File: config.mk
export PLATFORM = sky130hd
export DESIGN_NAME = imm_gen_pipe_flat
export DESIGN_NICKNAME = d
export VERILOG_FILES = /design/src/rtl/imm_gen_pipe_if.sv /design/src/rtl/imm_gen_pipe.sv /design/src/flat_wrapper.sv
export SDC_FILE = /design/constraint.sdc
export NUM_CORES = 1
export LEC_CHECK = 0
export BUFFER_PORTS_ARGS = -buffer_cell sky130_fd_sc_hd__buf_2
export CAP_MARGIN = 20
export CORE_MARGIN = 10
export CORE_UTILIZATION = 61
export CTS_BUF_LIST = sky130_fd_sc_hd__clkbuf_16
export CTS_CLUSTER_SIZE = 20
export DETAILED_ROUTE_END_ITERATION = 16
export PLACE_DENSITY = 0.91
export SYNTH_ARGS = -nofsm -noshare
export SYNTH_HDL_FRONTEND = slang
export SYNTH_SLANG_ARGS = --single-unit
File: constraint.sdc
create_clock -name CLK -period 4.7 [get_ports CLK]
set_input_delay 0.235 -clock CLK [delete_from_list [all_inputs] [get_ports CLK]]
set_output_delay 0.235 -clock CLK [all_outputs]
set_load 0.01 [all_outputs]
File: src/rtl/imm_gen_pipe_if.sv
// Handshake bundle for the immediate generator:
// instruction in, decoded immediate out.
interface imm_gen_pipe_if #(
    parameter int XLEN  = 32,
    parameter int DEPTH = 2
);
    localparam int CW = $clog2(DEPTH) + 1;

    logic            in_valid;
    logic            in_ready;
    logic [31:0]     in_instr;
    logic            out_valid;
    logic            out_ready;
    logic [XLEN-1:0] out_imm;
    logic [2:0]      out_type;
    logic            out_illegal;
    logic [CW-1:0]   out_count;

    modport master (
        output in_valid, in_instr, out_ready,
        input  in_ready, out_valid, out_imm,
        input  out_type, out_illegal, out_count
    );

    modport slave (
        input  in_valid, in_instr, out_ready,
        output in_ready, out_valid, out_imm,
        output out_type, out_illegal, out_count
    );
endinterface

File: src/rtl/imm_gen_pipe.sv
// Registered RV immediate generator with a small
// output FIFO so decode can stall apart from fetch.
module imm_gen_pipe #(
    parameter int XLEN  = 32,
    parameter int DEPTH = 2
) (
    input logic          CLK,
    input logic          RST_N,
    imm_gen_pipe_if.slave bus
);
    localparam int PW = (DEPTH > 1) ? $clog2(DEPTH) : 1;
    localparam int CW = $clog2(DEPTH) + 1;
    localparam int EW = XLEN + 4;
    localparam logic [CW-1:0] FULL = CW'(DEPTH);

    localparam logic [2:0] T_NONE = 3'd0;
    localparam logic [2:0] T_I    = 3'd1;
    localparam logic [2:0] T_S    = 3'd2;
    localparam logic [2:0] T_B    = 3'd3;
    localparam logic [2:0] T_U    = 3'd4;
    localparam logic [2:0] T_J    = 3'd5;
    localparam logic [2:0] T_Z    = 3'd6;

    logic [EW-1:0] mem [DEPTH];
    logic [PW-1:0] head;
    logic [PW-1:0] tail;
    logic [CW-1:0] count;
    logic          rdy_en;
    logic [EW-1:0] last;
    logic          push;
    logic          pop;
    logic [31:0]   ins;
    logic [31:0]   imm32;
    logic [2:0]    typ;
    logic          ill;
    logic [EW-1:0] entry;

    function automatic logic [PW-1:0] nxt(input logic [PW-1:0] p);
        return (p == PW'(DEPTH - 1)) ? '0 : p + PW'(1);
    endfunction

    // rdy_en keeps in_ready low until the first edge out of reset
    assign bus.in_ready  = rdy_en && (count < FULL);
    assign bus.out_valid = (count != '0);
    assign bus.out_count = count;
    assign push = bus.in_valid && bus.in_ready;
    assign pop  = bus.out_valid && bus.out_ready;
    assign ins  = bus.in_instr;

    // empty buffer shows the last popped result
    assign {bus.out_illegal, bus.out_type, bus.out_imm} =
        bus.out_valid ? mem[head] : last;

    // opcode decode; every legal opcode ends in 2'b11
    always_comb begin
        imm32 = '0;
        typ   = T_NONE;
        ill   = 1'b0;
        unique case (ins[6:0])
            7'b0110111, 7'b0010111: begin
                typ   = T_U;
                imm32 = {ins[31:12], 12'b0};
            end
            7'b1101111: begin
                typ   = T_J;
                imm32 = {{11{ins[31]}}, ins[31], ins[19:12],
                         ins[20], ins[30:21], 1'b0};
            end
            7'b1100011: begin
                typ   = T_B;
                imm32 = {{19{ins[31]}}, ins[31], ins[7],
                         ins[30:25], ins[11:8], 1'b0};
            end
            7'b0100011: begin
                typ   = T_S;
                imm32 = {{20{ins[31]}}, ins[31:25], ins[11:7]};
            end
            7'b1100111, 7'b0000011,
            7'b0010011, 7'b0001111: begin
                typ   = T_I;
                imm32 = {{20{ins[31]}}, ins[31:20]};
            end
            7'b1110011: begin
                if (ins[14]) begin
                    typ   = T_Z;
                    imm32 = {27'b0, ins[19:15]};
                end else begin
                    typ   = T_I;
                    imm32 = {{20{ins[31]}}, ins[31:20]};
                end
            end
            7'b0110011: begin
                typ = T_NONE;
            end
            default: begin
                ill = 1'b1;
            end
        endcase
    end

    // Z keeps bit 31 clear, so one sign-extend serves all formats
    assign entry = {ill, typ, XLEN'($signed(imm32))};

    // pointers, occupancy and the held last result
    always_ff @(posedge CLK or negedge RST_N) begin
        if (!RST_N) begin
            head   <= '0;
            tail   <= '0;
            count  <= '0;
            rdy_en <= 1'b0;
            last   <= '0;
        end else begin
            rdy_en <= 1'b1;
            if (push) tail <= nxt(tail);
            if (pop) begin
                head <= nxt(head);
                last <= mem[head];
            end
            count <= count + CW'(push) - CW'(pop);
        end
    end

    // buffer storage
    always_ff @(posedge CLK) begin
        if (push) mem[tail] <= entry;
    end
endmodule

File: src/flat_wrapper.sv
// flat-port wrapper written by rule: the top's interface ports become plain ports
module imm_gen_pipe_flat 
#(
    parameter int XLEN  = 32,
    parameter int DEPTH = 2
)
  (CLK, RST_N, bus_in_valid, bus_in_instr, bus_out_ready, bus_in_ready, bus_out_valid, bus_out_imm, bus_out_type, bus_out_illegal, bus_out_count);
  imm_gen_pipe_if #(.XLEN(XLEN), .DEPTH(DEPTH)) bus_i ();
  input logic CLK;
  input logic RST_N;
  input wire logic [$bits(bus_i.in_valid)-1:0] bus_in_valid;
  input wire logic [$bits(bus_i.in_instr)-1:0] bus_in_instr;
  input wire logic [$bits(bus_i.out_ready)-1:0] bus_out_ready;
  output wire logic [$bits(bus_i.in_ready)-1:0] bus_in_ready;
  output wire logic [$bits(bus_i.out_valid)-1:0] bus_out_valid;
  output wire logic [$bits(bus_i.out_imm)-1:0] bus_out_imm;
  output wire logic [$bits(bus_i.out_type)-1:0] bus_out_type;
  output wire logic [$bits(bus_i.out_illegal)-1:0] bus_out_illegal;
  output wire logic [$bits(bus_i.out_count)-1:0] bus_out_count;
  assign bus_i.in_valid = bus_in_valid;
  assign bus_i.in_instr = bus_in_instr;
  assign bus_i.out_ready = bus_out_ready;
  assign bus_in_ready = bus_i.in_ready;
  assign bus_out_valid = bus_i.out_valid;
  assign bus_out_imm = bus_i.out_imm;
  assign bus_out_type = bus_i.out_type;
  assign bus_out_illegal = bus_i.out_illegal;
  assign bus_out_count = bus_i.out_count;
  imm_gen_pipe #(.XLEN(XLEN), .DEPTH(DEPTH)) u_core (.CLK(CLK), .RST_N(RST_N), .bus(bus_i));
endmodule
==> Yosys cells after proc, flatten, opt, wreduce, memory -nomap -nowiden <==
Memories as Yosys holds them, arrays and structs flattened.
Index checks and enable logic that the tools add are counted.
{ "totals": {"word_cells": 39, "mem_bits_rw": 72, "ff_bits": 41, "memories": 1, "inputBits": 36} }
{ "op_classes": {"addsub": 4, "mux": 10, "n_lt_le_gt_ge": 1, "n_eq_ne": 11, "n_reduce_logical": 7} }
{ "memory_table": {"columns": ["name", "words", "word_bits", "rd", "rd_clocked_by_memory_dff", "wr", "line", "rtl"], "rows": [
  ["u_core.mem", 2, 36, 1, 0, 1, "imm_gen_pipe.sv:24", "logic [EW-1:0] mem [DEPTH];"]
]} }
{ "ops": {"columns": ["op", "n"], "rows": [
  ["$pmux 32 s6", 1],
  ["$mux 36", 1],
  ["$mux 32", 1],
  ["$eq 7x7->1 const B", 4],
  ["$eq 7x6->1 const B", 3],
  ["$pmux 3 s6", 1],
  ["$eq 7x5->1 const B", 2],
  ["$reduce_or 11->1", 1],
  ["$eq 7x2->1 const B", 1],
  ["$eq 7x4->1 const B", 1],
  ["$mux 1", 5],
  ["$reduce_or 4->1", 1],
  ["$logic_and 1x1->1", 3],
  ["$mux 3", 1],
  ["$add 1x1->1 const B", 2],
  ["$add 2x1->2", 1],
  ["$lt 2x2->1 const B", 1],
  ["$reduce_bool 2->1", 1],
  ["$reduce_or 2->1", 1],
  ["$sub 2x1->2", 1]
]} }

==> Logic depth before layout (Yosys ltp) <==
{ "logic_depth": {"word_depth": 5, "depth_mapped": 10} }

==> Worst setup path after synthesis <==
OpenSTA, ideal clock, no wires.
{ "synth_timing": {"path_kind": "reg-to-reg", "from": "reg u_core.count[1], in the netlist u_core.bus.out_count[1]", "to": "mem u_core.mem[0][0] (netlist name) (enable)", "arrival_ns": 2.378, "setup_time_ns": 0.429, "path_buffers": 0, "synth_period_minus_slack_ns": 2.807, "setup_slack_ns": 1.893, "path_stages_with_launch": 4, "cell_sequence": "dfrtp_1 > nor2b_1 > nand2_1 > nor2_1"} }
{ "synth_between": {"elab_chain_cells": 5} }
{ "synth_lines": {"columns": ["element", "line", "rtl"], "rows": [
  ["from (decl)", "imm_gen_pipe.sv:27", "logic [CW-1:0] count;"],
  ["from (signal assigned)", "imm_gen_pipe.sv:119", "count <= count + CW'(push) - CW'(pop);"],
  ["$lt 2x2->1", "imm_gen_pipe.sv:43", "assign bus.in_ready = rdy_en && (count < FULL);"],
  ["$logic_and 1x1->1", "imm_gen_pipe.sv:43", null],
  ["net bus_in_ready", "flat_wrapper.sv:14", "output wire logic [$bits(bus_i.in_ready)-1:0] bus_in_ready;"],
  ["$logic_and 1x1->1", "imm_gen_pipe.sv:46", "assign push = bus.in_valid && bus.in_ready;"],
  ["$mux 1", "imm_gen_pipe.sv:125", "if (push) mem[tail] <= entry;"],
  ["$mux 1 (implied by the code)", "imm_gen_pipe.sv:125", null],
  ["to (decl)", "imm_gen_pipe.sv:24", null]
]} }
The timed path passes the listed nets, and every way through them passes these cells.

==> Final worst setup path <==
{ "layout_timing": {"from": "reg u_core.count[1], in the netlist u_core.bus.out_count[1]", "to": "reg u_core.count[1], in the netlist u_core.bus.out_count[1]"} }
{ "layout_rtl": {"columns": ["element", "line", "rtl"], "rows": [
  ["$reduce_bool 2->1", "imm_gen_pipe.sv:44", "assign bus.out_valid = (count != '0);"],
  ["$logic_and 1x1->1", "imm_gen_pipe.sv:47", "assign pop = bus.out_valid && bus.out_ready;"],
  ["net u_core.pop", "imm_gen_pipe.sv:31", "logic pop;"],
  ["$sub 2x1->2", "imm_gen_pipe.sv:119", null]
]} }
The timed path passes the listed nets, and every way through them passes these cells.
A chain may end at the register's enable or synchronous reset.

==> metrics.txt <==
status complete, but fails checks; violated checks negative hold slack; most numerous cell in the Yosys netlist edfxtp_1; CTS resizes 0; Yosys Warn Count 0; chip height 112 um; # rows 33; R2R Path End u_core.bus.out_count[1]; crit-path max FO 74; Most Crowded Layer GR met2; crit-path cells or2_2 -> nand2_2 -> buf_4 -> inv_1 -> ha_1 -> inv_1 -> ha_1 -> xnor2_1 -> xnor2_1; top post-synthesis cells by area edfxtp_1, dfrtp_1, mux2i_1, a21oi_1, nand2_1; I/O pin cnt 76; Yosys top cell by area edfxtp_1; Port Buffers 75; GR Util met1 0.233; Initial Util 0.628; DRC 0; max cap viols 0; crit path DAT 2.83 ns; Setup Buffers After CTS 0; synth-to-layout area growth 19.1%; gp weighted congestion 0.908; peak supply drop 0.296 mV; leakage power figure 2.85 nW; Synth Area per Inst 11.9 um2; wire length per cell 21.2 um; Sink Count 113; final clock period utilization by the worst path 0.534; Total Die Area 12500 um2; mapped cell area 5160 um2; fin. max-slew vios 0; register bit count reported by yosys 113; met2 Use GR 0.361; WP data required 5.02 ns; Peak Freq 0.398 GHz; fin util 0.749; CTS root buf clkbuf_16; CP Class reg -> reg; layout net count 545; largest net degree at the start of global routing 75; drt first-iter violations 438; clock tree buffer depth 2; Startpoint Class flip-flop; vias in the first global route 3844; setup TNS 0 ns; CORE AREA 8220 um2; H-tree lvl count 4; unrepaired setup endpoints after global routing false; fraction of layout cells with a size suffix above 1 0.256; Hold Fails Final Rpt 36; TritonCTS clock tree yes; clk_lat worst skew 0.41 ns; r2r worst-path depth 9; Detailed Route WL 13.3 mm; Setup-failing EPs final 0; ANT nets after route 0; Worst Hold Class in -> async; worst rel slew slack 0.246; clock skew 0.00891 ns; Top FF cell, synth edfxtp_1; Post-synth ARST share 0.363; HPWL after DPL 8.04 mm; met3 usage 0.0505; CTS clk-pin slew, worst paths 0.05 ns; worst slew pin tran 1.13 ns; Initial DRT Pass Iterations 5; global-route wire length before repair 20.4 mm; reg2reg setup slack 2.19 ns; most frequent cells after synthesis edfxtp_1, nand2_1, nor2_1, dfrtp_1, a21oi_1; pwr/cell area 625 nW/um2; Chip Width 112 um; GRT Total Usage 0.205; top cell type's share of synthesized area 0.419; total global routing overflow 0; Net Count, Synth 473; synthesized instance count 435; via/cell ratio 6.15; Reg-to-Reg Start u_core.bus.out_count[1]; slowest CP cell buf_4; timing startpoint of the critical path u_core.bus.out_count[1]; # hold bufs at CTS 0; critical path endpoint category flip-flop; final hold slack -0.0141 ns; n_diodes 0; Yosys cell types 48; number of flops mapped to enable cells by yosys 72; register area share after synthesis 0.617; max incr delay on CP 0.52 ns; initial antenna violation count 0; post-route minimum period 2.51 ns; via count 3843; Num CTS Buffers 17
final cells by class:
cell class                 instances  area [um2]
sequential                       113        3190
clock inverter                    13        90.1
tap                              105         131
fill                             496        2070
multi-input combinational        290        1840
clock buffer                      19         475
timing repair buffer              78         398
inverter                           7        26.3
flip-flops by register name, indices dropped and copies added (netlist names):
signal	cells
u_core.mem	72
u_core.head	1
u_core.bus.out_count	2
u_core.rdy_en	1
u_core.tail	1
u_core.last	36
logic make-up (layout without fill, tap and decap cells):
family                     count (synthesis)  count (layout)  synth area share
AOI/OAI and AO/OA                        109             109             0.130
muxes                                     36              36            0.0698
and+or+nand+nor                          138             138             0.142
other                                      1               1          0.000726
adders and majority gates                  2               2           0.00485
xor gates and xnor gates                   4               4           0.00678
buffers and inverters                     32             117            0.0281
DFF                                      113             113             0.617
metal layers:
metal  share of wire  routed length (um)
met5               0                   0
met3           0.088                1170
met4           0.026                 342
met2            0.52                6900
met1            0.37                4870
per-stage QoR:
| stage | total power [mW] | cells | worst slack (ns) | cell area, um2 |
|---|---|---|---|---|
| after floorplan | 2.16 | 435 | 1.89 | 5160 |
| after global placement | 2.55 | 593 | 2.48 | 5590 |
| after detailed placement | 2.61 | 593 | 2.34 | 5590 |
| after CTS | 3.84 | 625 | 2.20 | 6150 |
| after global routing | 4.01 | 625 | 2.04 | 6150 |
| final | 3.85 | 625 | 2.19 | 6150 |
cells in the final DEF (no fill, tap or decap), drive strengths merged, types with 3 or more instances in the layout:
| master | n |
|---|---|
| a21o | 12 |
| a21oi | 44 |
| clkinvlp | 3 |
| o21ai | 38 |
| clkinv | 8 |
| nor2 | 43 |
| or2 | 5 |
| nand3 | 13 |
| a22o | 4 |
| inv | 8 |
| buf | 78 |
| nand2 | 53 |
| and3 | 4 |
| mux2i | 36 |
| nor2b | 7 |
| xnor2 | 4 |
| dfrtp | 41 |
| edfxtp | 72 |
| clkbuf | 19 |
worst max-delay path: cells and delay by family, from the launching register on:
family	cells	cell delay [ns]
XOR/XNOR	2	0.36
buffers and inverters	3	0.71
adder cells (fa/ha/maj)	2	0.51
flip-flops	1	0.42
AND/OR/NAND/NOR	2	0.42
where the power goes:
group	switching [mW]	internal (mW)
clock network	0.431	0.774
logic	0.718	0.454
registers	0.198	1.27
how the worst max path moves through the flow:
stage	slack, ns	end	depth (start not counted)
global placement	2.48	u_core.bus.out_count[1]	9
finish	2.19	u_core.bus.out_count[1]	9
CTS	2.20	u_core.bus.out_count[1]	9
global route	2.04	u_core.bus.out_count[1]	9
floorplan	1.89	u_core.mem[0][0]	3
detailed placement	2.34	u_core.bus.out_count[1]	9
Power figures use the tool's default switching activity.
